==> src/rtl/pipelined_control_unit_if.sv <==
// pipelined_control_unit_if
// Groups the ID-stage instruction fields, the EX zero flag and every control
// output of the pipelined control unit.
//   master : datapath side; drives the instruction fields and zeroE, and
//            receives the control/hazard outputs
//   slave  : control unit side
// REG_ADDR_W sets the register-index width (5 = RV32I, 4 = RV32E).
interface pipelined_control_unit_if #(parameter int REG_ADDR_W = 5);
  logic                  instrValidD;
  logic [6:0]            opcodeD;
  logic [2:0]            f3D;
  logic                  f7b5D;
  logic [REG_ADDR_W-1:0] rs1D;
  logic [REG_ADDR_W-1:0] rs2D;
  logic [REG_ADDR_W-1:0] rdD;
  logic                  zeroE;

  logic [1:0]            immSrcD;
  logic                  illegalD;
  logic [3:0]            ALUControlE;
  logic                  ALUSrcE;
  logic                  PCSrcE;
  logic                  memWriteM;
  logic [1:0]            resultSrcW;
  logic                  regWriteW;
  logic [REG_ADDR_W-1:0] rdW;
  logic [1:0]            forwardAE;
  logic [1:0]            forwardBE;
  logic                  stallF;
  logic                  stallD;
  logic                  flushD;
  logic                  flushE;

  modport master (
    output instrValidD, opcodeD, f3D, f7b5D, rs1D, rs2D, rdD, zeroE,
    input  immSrcD, illegalD, ALUControlE, ALUSrcE, PCSrcE, memWriteM,
           resultSrcW, regWriteW, rdW, forwardAE, forwardBE,
           stallF, stallD, flushD, flushE
  );

  modport slave (
    input  instrValidD, opcodeD, f3D, f7b5D, rs1D, rs2D, rdD, zeroE,
    output immSrcD, illegalD, ALUControlE, ALUSrcE, PCSrcE, memWriteM,
           resultSrcW, regWriteW, rdW, forwardAE, forwardBE,
           stallF, stallD, flushD, flushE
  );
endinterface

==> src/rtl/pipelined_control_unit.sv <==
// pipelined_control_unit
// Control and hazard unit for the five-stage Yu Core pipeline. Decodes the
// RV32I subset (R, I-ALU, LW, SW, BEQ/BNE, JAL) in ID, carries control through
// ID/EX, EX/MEM and MEM/WB, resolves branches/jumps in EX and produces the
// stall, flush and forwarding selects.
// Ports:
//   clk     : rising-edge clock
//   resetN  : asynchronous active-low reset; all pipeline registers -> bubble
//   bus     : pipelined_control_unit_if.slave (ID fields, zeroE, all controls)
// Build option:
//   FORWARDING_EN defined   : EX operand forwarding, only load-use stalls
//   FORWARDING_EN undefined : no forwarding; stall on any RAW against EX/MEM
module pipelined_control_unit #(
  parameter int REG_ADDR_W = 5
) (
  input logic                      clk,
  input logic                      resetN,
  pipelined_control_unit_if.slave  bus
);

  localparam logic [6:0] OP_R   = 7'b0110011;
  localparam logic [6:0] OP_I   = 7'b0010011;
  localparam logic [6:0] OP_LW  = 7'b0000011;
  localparam logic [6:0] OP_SW  = 7'b0100011;
  localparam logic [6:0] OP_B   = 7'b1100011;
  localparam logic [6:0] OP_JAL = 7'b1101111;

  localparam logic [3:0] ALU_ADD  = 4'b0000;
  localparam logic [3:0] ALU_SUB  = 4'b0001;
  localparam logic [3:0] ALU_AND  = 4'b0010;
  localparam logic [3:0] ALU_OR   = 4'b0011;
  localparam logic [3:0] ALU_XOR  = 4'b0100;
  localparam logic [3:0] ALU_SLT  = 4'b0101;
  localparam logic [3:0] ALU_SLL  = 4'b0110;
  localparam logic [3:0] ALU_SRL  = 4'b0111;
  localparam logic [3:0] ALU_SRA  = 4'b1000;
  localparam logic [3:0] ALU_SLTU = 4'b1001;

  localparam logic [1:0] RES_ALU = 2'b00;
  localparam logic [1:0] RES_MEM = 2'b01;
  localparam logic [1:0] RES_PC4 = 2'b10;

  typedef logic [REG_ADDR_W-1:0] reg_idx_t;

  // An all-zero value of each stage record is the bubble.
  typedef struct packed {
    logic       reg_write;
    logic [1:0] result_src;
    logic       mem_write;
    logic       branch;
    logic       branch_ne;
    logic       jump;
    logic [3:0] alu_ctl;
    logic       alu_src;
    reg_idx_t   rd;
  } ex_ctl_t;

  typedef struct packed {
    logic       reg_write;
    logic [1:0] result_src;
    logic       mem_write;
    reg_idx_t   rd;
  } mem_ctl_t;

  typedef struct packed {
    logic       reg_write;
    logic [1:0] result_src;
    reg_idx_t   rd;
  } wb_ctl_t;

  ex_ctl_t    dec;
  ex_ctl_t    idex;
  mem_ctl_t   exmem;
  wb_ctl_t    memwb;
  reg_idx_t   rs1_used;
  reg_idx_t   rs2_used;
  logic       legal;
  logic       use_rs1;
  logic       use_rs2;
  logic [1:0] imm_src;
  logic       is_r;
  logic [3:0] alu_op;
  logic       alu_ok;
  logic       pc_src;
  logic       hazard;
  logic       stall;
  logic       flush_e;
  logic       hit_e;

`ifdef FORWARDING_EN
  reg_idx_t   rs1_e;
  reg_idx_t   rs2_e;
`else
  logic       hit_m;
`endif

  // ALU operation from funct3/funct7[5]. For I-type, funct7[5] is an
  // immediate bit except on the shifts, so it only matters there.
  always_comb begin
    is_r   = (bus.opcodeD == OP_R);
    alu_op = ALU_ADD;
    alu_ok = 1'b1;
    case (bus.f3D)
      3'b000: alu_op = (is_r && bus.f7b5D) ? ALU_SUB : ALU_ADD;
      3'b001: begin
        alu_op = ALU_SLL;
        alu_ok = !bus.f7b5D;
      end
      3'b010: alu_op = ALU_SLT;
      3'b011: alu_op = ALU_SLTU;
      3'b100: alu_op = ALU_XOR;
      3'b101: alu_op = bus.f7b5D ? ALU_SRA : ALU_SRL;
      3'b110: alu_op = ALU_OR;
      3'b111: alu_op = ALU_AND;
      default: alu_op = ALU_ADD;
    endcase
    if (is_r && bus.f7b5D && (bus.f3D != 3'b000) && (bus.f3D != 3'b101))
      alu_ok = 1'b0;
  end

  always_comb begin
    dec     = '0;
    legal   = 1'b0;
    use_rs1 = 1'b0;
    use_rs2 = 1'b0;
    imm_src = 2'b00;
    if (bus.instrValidD) begin
      case (bus.opcodeD)
        OP_R: if (alu_ok) begin
          legal         = 1'b1;
          dec.reg_write = 1'b1;
          dec.alu_ctl   = alu_op;
          use_rs1       = 1'b1;
          use_rs2       = 1'b1;
        end
        OP_I: if (alu_ok) begin
          legal         = 1'b1;
          dec.reg_write = 1'b1;
          dec.alu_ctl   = alu_op;
          dec.alu_src   = 1'b1;
          use_rs1       = 1'b1;
        end
        OP_LW: if (bus.f3D == 3'b010) begin
          legal          = 1'b1;
          dec.reg_write  = 1'b1;
          dec.result_src = RES_MEM;
          dec.alu_src    = 1'b1;
          use_rs1        = 1'b1;
        end
        OP_SW: if (bus.f3D == 3'b010) begin
          legal         = 1'b1;
          dec.mem_write = 1'b1;
          dec.alu_src   = 1'b1;
          imm_src       = 2'b01;
          use_rs1       = 1'b1;
          use_rs2       = 1'b1;
        end
        OP_B: if (bus.f3D[2:1] == 2'b00) begin
          legal         = 1'b1;
          dec.branch    = 1'b1;
          dec.branch_ne = bus.f3D[0];
          dec.alu_ctl   = ALU_SUB;
          imm_src       = 2'b10;
          use_rs1       = 1'b1;
          use_rs2       = 1'b1;
        end
        OP_JAL: begin
          legal          = 1'b1;
          dec.reg_write  = 1'b1;
          dec.result_src = RES_PC4;
          dec.jump       = 1'b1;
          imm_src        = 2'b11;
        end
        default: legal = 1'b0;
      endcase
    end
    // rd is carried only for writers and rs only where read, so bubbles,
    // stores, branches and unused fields can never match a hazard compare.
    dec.rd   = dec.reg_write ? bus.rdD : '0;
    rs1_used = use_rs1 ? bus.rs1D : '0;
    rs2_used = use_rs2 ? bus.rs2D : '0;
  end

  assign pc_src = idex.jump | (idex.branch & (bus.zeroE ^ idex.branch_ne));

  assign hit_e = (idex.rd != '0) && ((rs1_used == idex.rd) || (rs2_used == idex.rd));

`ifdef FORWARDING_EN
  assign hazard = (idex.result_src == RES_MEM) && hit_e;

  assign bus.forwardAE =
    (exmem.reg_write && (exmem.rd != '0) && (exmem.rd == rs1_e)) ? 2'b10 :
    (memwb.reg_write && (memwb.rd != '0) && (memwb.rd == rs1_e)) ? 2'b01 : 2'b00;
  assign bus.forwardBE =
    (exmem.reg_write && (exmem.rd != '0) && (exmem.rd == rs2_e)) ? 2'b10 :
    (memwb.reg_write && (memwb.rd != '0) && (memwb.rd == rs2_e)) ? 2'b01 : 2'b00;
`else
  assign hit_m  = (exmem.rd != '0) && ((rs1_used == exmem.rd) || (rs2_used == exmem.rd));
  // WB is not checked: the register file writes before it is read.
  assign hazard = (idex.reg_write && hit_e) || (exmem.reg_write && hit_m);

  assign bus.forwardAE = 2'b00;
  assign bus.forwardBE = 2'b00;
`endif

  // A redirect discards the stalled instruction anyway, so it wins.
  assign stall   = hazard & ~pc_src;
  assign flush_e = stall | pc_src;

  always_ff @(posedge clk or negedge resetN) begin
    if (!resetN) begin
      idex  <= '0;
      exmem <= '0;
      memwb <= '0;
`ifdef FORWARDING_EN
      rs1_e <= '0;
      rs2_e <= '0;
`endif
    end else begin
      idex <= flush_e ? '0 : dec;
`ifdef FORWARDING_EN
      rs1_e <= flush_e ? '0 : rs1_used;
      rs2_e <= flush_e ? '0 : rs2_used;
`endif
      exmem.reg_write  <= idex.reg_write;
      exmem.result_src <= idex.result_src;
      exmem.mem_write  <= idex.mem_write;
      exmem.rd         <= idex.rd;
      memwb.reg_write  <= exmem.reg_write;
      memwb.result_src <= exmem.result_src;
      memwb.rd         <= exmem.rd;
    end
  end

  assign bus.immSrcD     = imm_src;
  assign bus.illegalD    = bus.instrValidD & ~legal;
  assign bus.ALUControlE = idex.alu_ctl;
  assign bus.ALUSrcE     = idex.alu_src;
  assign bus.PCSrcE      = pc_src;
  assign bus.memWriteM   = exmem.mem_write;
  assign bus.resultSrcW  = memwb.result_src;
  assign bus.regWriteW   = memwb.reg_write;
  assign bus.rdW         = memwb.rd;
  assign bus.stallF      = stall;
  assign bus.stallD      = stall;
  assign bus.flushD      = pc_src;
  assign bus.flushE      = flush_e;

endmodule
==> src/flat_wrapper.sv <==
// flat-port wrapper written by rule: the top's interface ports become plain ports
module pipelined_control_unit_flat 
#(
  parameter int REG_ADDR_W = 5
)
  (clk, resetN, bus_instrValidD, bus_opcodeD, bus_f3D, bus_f7b5D, bus_rs1D, bus_rs2D, bus_rdD, bus_zeroE, bus_immSrcD, bus_illegalD, bus_ALUControlE, bus_ALUSrcE, bus_PCSrcE, bus_memWriteM, bus_resultSrcW, bus_regWriteW, bus_rdW, bus_forwardAE, bus_forwardBE, bus_stallF, bus_stallD, bus_flushD, bus_flushE);
  pipelined_control_unit_if #(.REG_ADDR_W(REG_ADDR_W)) bus_i ();
  input logic clk;
  input logic resetN;
  input wire logic [$bits(bus_i.instrValidD)-1:0] bus_instrValidD;
  input wire logic [$bits(bus_i.opcodeD)-1:0] bus_opcodeD;
  input wire logic [$bits(bus_i.f3D)-1:0] bus_f3D;
  input wire logic [$bits(bus_i.f7b5D)-1:0] bus_f7b5D;
  input wire logic [$bits(bus_i.rs1D)-1:0] bus_rs1D;
  input wire logic [$bits(bus_i.rs2D)-1:0] bus_rs2D;
  input wire logic [$bits(bus_i.rdD)-1:0] bus_rdD;
  input wire logic [$bits(bus_i.zeroE)-1:0] bus_zeroE;
  output wire logic [$bits(bus_i.immSrcD)-1:0] bus_immSrcD;
  output wire logic [$bits(bus_i.illegalD)-1:0] bus_illegalD;
  output wire logic [$bits(bus_i.ALUControlE)-1:0] bus_ALUControlE;
  output wire logic [$bits(bus_i.ALUSrcE)-1:0] bus_ALUSrcE;
  output wire logic [$bits(bus_i.PCSrcE)-1:0] bus_PCSrcE;
  output wire logic [$bits(bus_i.memWriteM)-1:0] bus_memWriteM;
  output wire logic [$bits(bus_i.resultSrcW)-1:0] bus_resultSrcW;
  output wire logic [$bits(bus_i.regWriteW)-1:0] bus_regWriteW;
  output wire logic [$bits(bus_i.rdW)-1:0] bus_rdW;
  output wire logic [$bits(bus_i.forwardAE)-1:0] bus_forwardAE;
  output wire logic [$bits(bus_i.forwardBE)-1:0] bus_forwardBE;
  output wire logic [$bits(bus_i.stallF)-1:0] bus_stallF;
  output wire logic [$bits(bus_i.stallD)-1:0] bus_stallD;
  output wire logic [$bits(bus_i.flushD)-1:0] bus_flushD;
  output wire logic [$bits(bus_i.flushE)-1:0] bus_flushE;
  assign bus_i.instrValidD = bus_instrValidD;
  assign bus_i.opcodeD = bus_opcodeD;
  assign bus_i.f3D = bus_f3D;
  assign bus_i.f7b5D = bus_f7b5D;
  assign bus_i.rs1D = bus_rs1D;
  assign bus_i.rs2D = bus_rs2D;
  assign bus_i.rdD = bus_rdD;
  assign bus_i.zeroE = bus_zeroE;
  assign bus_immSrcD = bus_i.immSrcD;
  assign bus_illegalD = bus_i.illegalD;
  assign bus_ALUControlE = bus_i.ALUControlE;
  assign bus_ALUSrcE = bus_i.ALUSrcE;
  assign bus_PCSrcE = bus_i.PCSrcE;
  assign bus_memWriteM = bus_i.memWriteM;
  assign bus_resultSrcW = bus_i.resultSrcW;
  assign bus_regWriteW = bus_i.regWriteW;
  assign bus_rdW = bus_i.rdW;
  assign bus_forwardAE = bus_i.forwardAE;
  assign bus_forwardBE = bus_i.forwardBE;
  assign bus_stallF = bus_i.stallF;
  assign bus_stallD = bus_i.stallD;
  assign bus_flushD = bus_i.flushD;
  assign bus_flushE = bus_i.flushE;
  pipelined_control_unit #(.REG_ADDR_W(REG_ADDR_W)) u_core (.clk(clk), .resetN(resetN), .bus(bus_i));
endmodule
==> config.mk <==
export PLATFORM = sky130hd
export DESIGN_NAME = pipelined_control_unit_flat
export DESIGN_NICKNAME = d
export VERILOG_FILES = /design/src/rtl/pipelined_control_unit_if.sv /design/src/rtl/pipelined_control_unit.sv /design/src/flat_wrapper.sv
export SDC_FILE = /design/constraint.sdc
export NUM_CORES = 1
export LEC_CHECK = 0
export BUFFER_PORTS_ARGS = -buffer_cell sky130_fd_sc_hd__buf_4
export CORE_UTILIZATION = 55
export CTS_CLUSTER_SIZE = 8
export DETAILED_ROUTE_END_ITERATION = 16
export GPL_TIMING_DRIVEN = 0
export PLACE_DENSITY = 0.95
export SLEW_MARGIN = 10
export SYNTH_ARGS = -nofsm -noshare
export SYNTH_HDL_FRONTEND = slang
export SYNTH_SLANG_ARGS = --single-unit
==> constraint.sdc <==
create_clock -name clk -period 8.1 [get_ports clk]
set_input_delay 1.215 -clock clk [delete_from_list [all_inputs] [get_ports clk]]
set_output_delay 1.215 -clock clk [all_outputs]
set_load 0.005 [all_outputs]
==> Yosys cells after proc, flatten, opt, wreduce, memory -nomap -nowiden <==
Index checks and enable logic that the tools add are counted.
{ "word_totals": {"ff_bits": 34, "inputBits": 30} }
{ "op_classes": {"eq_ne": 18, "n_mux": 35, "n_bitwise": 8, "reduce_logical": 18} }
{ "ops": {"columns": ["op", "n"], "rows": [
  ["one-hot mux 4 bit (8 select lines)", 1],
  ["equality test 5 bit", 4],
  ["two-way mux 5 bit", 4],
  ["two-way mux 17 bit", 1],
  ["equality test 7 x 6 -> 1 bit, second input constant", 2],
  ["equality test 7 bit, second input constant", 2],
  ["two-way mux 1 bit", 13],
  ["equality test 3 bit, second input constant", 4],
  ["two-way mux 12 bit", 1],
  ["one-hot mux 4 bit (3 select lines)", 1],
  ["nonzero test 5 bit", 2],
  ["one-hot mux 1 bit (3 select lines)", 3],
  ["two-way mux 2 bit", 4],
  ["two-way mux 4 bit", 2],
  ["equality test 7 x 2 -> 1 bit, second input constant", 1],
  ["equality test 7 x 5 -> 1 bit, second input constant", 1],
  ["logical AND 1 bit", 7],
  ["equality test 3 x 2 -> 1 bit, second input constant", 2],
  ["one-hot mux 2 bit (3 select lines)", 1],
  ["one-hot mux 1 bit (4 select lines)", 1],
  ["one-hot mux 2 bit (2 select lines)", 1],
  ["OR reduction 2 bit", 2],
  ["bitwise AND 1 bit", 3],
  ["equality test 3 x 1 -> 1 bit, second input constant", 1],
  ["other kinds (11)", 15]
]} }

==> Logic depth before layout (Yosys ltp) <==
{ "depth": {"depth_word": 17, "mapped_depth": 10} }

==> Worst setup path after synthesis <==
OpenSTA, ideal clock, no wires.
{ "synth_path": {"kind": "in2out", "startpoint": "input port bus_f3D[1]", "endpoint": "output port bus_flushE", "t_arrival_ps": 3057, "slack_ps": 3828, "stages": 8, "n_path_buf": 1, "path_cell_list": "or4_4 > nor3_2 > a31o_2 > mux2i_1 > a21oi_1 > a31o_1 > buf_6 > or3_1"} }
{ "synth_between": {"elab_chain_cells": 15, "elab_cells_between_ends": 31} }
{ "synth_lines": {"columns": ["item", "line_no", "rtl"], "rows": [
  ["start: declaration", "flat_wrapper.sv:12", "input wire logic [$bits(bus_i.f3D)-1:0] bus_f3D;"],
  ["nonzero test 3 bit", "pipelined_control_unit.sv:117", "if (is_r && bus.f7b5D && (bus.f3D != 3'b000) && (bus.f3D != 3'b101))"],
  ["logical AND 1 bit (2 in series)", "pipelined_control_unit.sv:117", null],
  ["two-way mux 1 bit", "pipelined_control_unit.sv:117", null],
  ["two-way mux 1 bit", "pipelined_control_unit.sv:129, pipelined_control_unit.sv:136", null],
  ["one-hot mux 1 bit (3 select lines)", "pipelined_control_unit.sv:128", "case (bus.opcodeD)"],
  ["two-way mux 1 bit", "pipelined_control_unit.sv:127", "if (bus.instrValidD) begin"],
  ["two-way mux 5 bit, on equally long branches", "pipelined_control_unit.sv:180, pipelined_control_unit.sv:181", null],
  ["equality test 5 bit, on equally long branches", "pipelined_control_unit.sv:186, pipelined_control_unit.sv:198", null],
  ["logical OR 1 bit, on equally long branches", "pipelined_control_unit.sv:186, pipelined_control_unit.sv:198", null],
  ["logical AND 1 bit, on equally long branches", "pipelined_control_unit.sv:186, pipelined_control_unit.sv:198", null],
  ["logical AND 1 bit", "pipelined_control_unit.sv:200", "assign hazard = (idex.reg_write && hit_e) || (exmem.reg_write && hit_m);"],
  ["logical OR 1 bit *", "pipelined_control_unit.sv:200", null],
  ["bitwise AND 1 bit *", "pipelined_control_unit.sv:207", "assign stall = hazard & ~pc_src;"],
  ["bitwise OR 1 bit *", "pipelined_control_unit.sv:208", "assign flush_e = stall | pc_src;"],
  ["end: declaration", "flat_wrapper.sv:32", "output wire logic [$bits(bus_i.flushE)-1:0] bus_flushE;"]
]} }
Mark *: on every way between the ends. The rest lies on a longest branch, timed or not.

==> Final worst setup path <==
{ "layout_path": {"startpoint": "input port bus_f3D[1]", "endpoint": "output port bus_stallF"} }
{ "layout_between": {"elab_chain_cells": 14, "elab_cells_between_ends": 30} }
{ "layout_lines": {"columns": ["item", "line_no", "rtl"], "rows": [
  ["nonzero test 3 bit", "pipelined_control_unit.sv:117", null],
  ["logical AND 1 bit (2 in series)", "pipelined_control_unit.sv:117", null],
  ["two-way mux 1 bit", "pipelined_control_unit.sv:117", null],
  ["two-way mux 1 bit", "pipelined_control_unit.sv:129, pipelined_control_unit.sv:136", null],
  ["one-hot mux 1 bit (3 select lines)", "pipelined_control_unit.sv:128", null],
  ["two-way mux 1 bit", "pipelined_control_unit.sv:127", null],
  ["two-way mux 5 bit, on equally long branches", "pipelined_control_unit.sv:180, pipelined_control_unit.sv:181", null],
  ["equality test 5 bit, on equally long branches", "pipelined_control_unit.sv:186, pipelined_control_unit.sv:198", null],
  ["logical OR 1 bit, on equally long branches", "pipelined_control_unit.sv:186, pipelined_control_unit.sv:198", null],
  ["logical AND 1 bit, on equally long branches", "pipelined_control_unit.sv:186, pipelined_control_unit.sv:198", null],
  ["logical AND 1 bit", "pipelined_control_unit.sv:200", null],
  ["logical OR 1 bit *", "pipelined_control_unit.sv:200", null],
  ["bitwise AND 1 bit *", "pipelined_control_unit.sv:207", null],
  ["end: declaration", "flat_wrapper.sv:29", "output wire logic [$bits(bus_i.stallF)-1:0] bus_stallF;"]
]} }
Marked as above.

==> results.toml <==
[critical_path]
crit_type = "in2out"
required_ps = 6880
rrSetupSlack_ps = 6050
path_common_cell = "buf_4"
cp_max_fo = 8
slowest_delay_ps = 570
end_kind = "output port"
setup.worst_path.start_class = "input port"
cp_slowest_cell = "or4_4"
crit_chain = "buf_4 > or4_4 > o2bb2ai_1 > a31oi_1 > or2_2 > a221oi_1 > a31o_4 > o21a_1 > buf_4 > buf_4"
crit_arrival_ps = 3470

[global_route]
grt_pass1_wl_um = 7265
grt_usage_pct = 26.03
antenna_found_initial = 0
grt_max_degree = 35
grt_pass1_vias = 1632
overflow = 0

[yosys]
synth_area_um2 = 1972
avgSynthCellArea_um2 = 9.435
synth_edf_count = 0
synth_top_family_by_area = "simple AND/OR/NAND/NOR gates"
ys_types = 46
yosys-top-cells-count = "dfrtp_1 (34), nor3_1 (18), nand2_1 (17), nor2_1 (14), nand3_1 (12)"
synth-xor-area-share_pct = 6.218
synth_mux_area_share_pct = 1.015
synth.most_common_cell = "dfrtp_1"
synth_cells = 209
yosysSeqAreaShare_pct = 43.15
yosysTopAreaCellShare_pct = 43.15
synth_top_area_cell = "dfrtp_1"
synth_flop_cell = "dfrtp_1"
synth_area_leaders = "dfrtp_1 (43%), nor3_1 (4.6%), buf_4 (3.8%), xnor2_1 (3.6%), nand2_1 (3.2%)"
synth_simple_gate_area_share_pct = 28.17
ys_seq_elements = 34
synthAdderAreaFrac_pct = 0
async_flop_share_pct = 100.0
yosysWarnings = 0
synth_compound_area_share_pct = 13.77

[floorplan]
die_h_um = 61.88
initial_core_util_pct = 58.18
ios = 56
num_rows = 21
core_area_um2 = 3390
dieWidth_um = 61.88
dieArea_um2 = 3829

[clock_network]
insertion_delay_ps = 340
htreeDepth = 2
path_clk_slew_ps = 100
ctsResizeCount = 0
cts_setup_buffers = 0
cts_sinks = 34
cts_tree = "done"
cts_buffer_depth = 2
numCtsBuffers = 5
clock-root-buffer = "clkbuf_4"
holdBufCountCts = 0

[final_layout]
nNetsFinal = 300
area_growth_pct = 26.84
final_area_um2 = 2501
final_util_pct = 73.79
drive_above_1_share_pct = 31.73
n_antenna_cell = 0
fillers = 254
fin_cells = 317

[sta]
worstMarginPinSlew_ps = 660.4
setup_tns_ps = 0
final_max_slew_viol_count = 0
setup_viol = 0
fin_skew_ps = 14.29
fin_crit_sh_pct = 57.84
rsz0062_at_grt = "no"
fmax_mhz = 213.4
final_hold_viol_count = 0
timing.slew.headroom_pct = 55.77
finalCriticalPeriod_ps = 4685

[placement]
dp_cells = 309
gp_congestion = 0.8591
hpwlAfterDp_um = 3510
dpl_cell_area_um2 = 2424
port_buffers = 51

[outcome]
status = "finished, final reports clean"

[routing]
viasPerCell = 5.874
ant_nets = 0
drt_iter0_drc = 116
first_pass_iters = 4
drc_errors = 0
vias = 1862
wl_um = 4509
avgRoutedWirePerCell_um = 14.22

[power_and_ir_drop]
p_leak_uw = 0.001218
peakVddDrop_v = 0.00008084
p_per_area_nw_per_um2 = 132.5

[hold_path]
hp-class = "reg2reg"

[run]
maxCapViolations = 0
kinds of logic after synthesis:
| group | Yosys count |
|---|---|
| and+or+nand+nor | 97 |
| AOI/OAI and AO/OA | 38 |
| DFF | 34 |
| buffers and inverters | 23 |
| xor gates and xnor gates | 14 |
| muxes | 2 |
| other | 1 |
where the power goes:
| group | internal (uW) | switching, uW |
|---|---|---|
| sequential | 170 | 0.658 |
| combinational | 18.9 | 21.9 |
| clock | 63.9 | 55.8 |
layer usage:
metal | part of all wire, % | up-vias | routed length, um | GRT usage, %
li1 | - | 879 | - | -
met1 | 40 | 873 | 1816 | 31.62
met2 | 50 | 97 | 2242 | 44.85
met3 | 8.3 | 13 | 375 | 6.832
met4 | 1.7 | 0 | 75 | 8.889
met5 | 0 | - | 0 | 0
path summary, 6_finish.rpt:
path	start	to	cells past startpoint
min	u_core.idex[13]	u_core.bus.memWriteM	0
max reg2reg	u_core.exmem[4]	u_core.idex[4]	8
min in group asynchronous	resetN	u_core.bus.rdW[1]	1
max	bus_f3D[1]	bus_stallF	10
max in group asynchronous	resetN	u_core.idex[2]	1
min reg2reg	u_core.idex[13]	u_core.bus.memWriteM	0
state kept, by name (all words and copies together), names as in the netlist:
signal and count:
u_core.bus.rdW 5, u_core.bus.ALUSrcE 1, u_core.bus.memWriteM 1, u_core.exmem 8
u_core.bus.resultSrcW 2, u_core.bus.ALUControlE 4, u_core.bus.regWriteW 1, u_core.idex 12
cell usage in the layout (no fill, tap or decap), types with 5 or more instances in the layout:
cell type / instances
xor2_1: 6
nor4bb_1: 5
a31oi_1: 7
inv_1: 5
nand4_1: 5
clkbuf_4: 5
nand2_1: 17
buf_4: 61
nor2_1: 14
nor3_1: 18
o21ai_0: 7
a21oi_1: 5
dfrtp_1: 34
xnor2_1: 8
nand3_1: 12
worst max-delay path, delay by kind of cell:
kind,cells,cell delay (ps)
AOI/OAI and AO/OA,5,970
and+or+nand+nor,2,960
buffers and inverters,3,320
cell type report:
type | instances | area (um^2) | area share (%)
repair buffers | 51 | 382.9 | 15.31
plain buffers | 18 | 128.9 | 5.153
flip-flops and latches | 34 | 850.8 | 34.02
inverters | 5 | 18.77 | 0.7504
well taps | 46 | 57.56 | 2.301
multi-input cells | 155 | 984.7 | 39.37
clock inverters | 3 | 40.04 | 1.601
clock buffers | 5 | 37.54 | 1.501
through the flow:
| step | worst slack [ps] | total power (uW) | hold slack, ps |
|---|---|---|---|
| floorplan | 3828 | 190.6 | 331.2 |
| global placement | 3458 | 213.1 | 333.1 |
| detailed placement | 3436 | 214.6 | 337.8 |
| CTS | 3435 | 333.0 | 360.2 |
| global route | 3242 | 343.9 | 370.3 |
| finish | 3415 | 331.4 | 358.0 |
No activity file was read; power rests on OpenSTA's default activity.
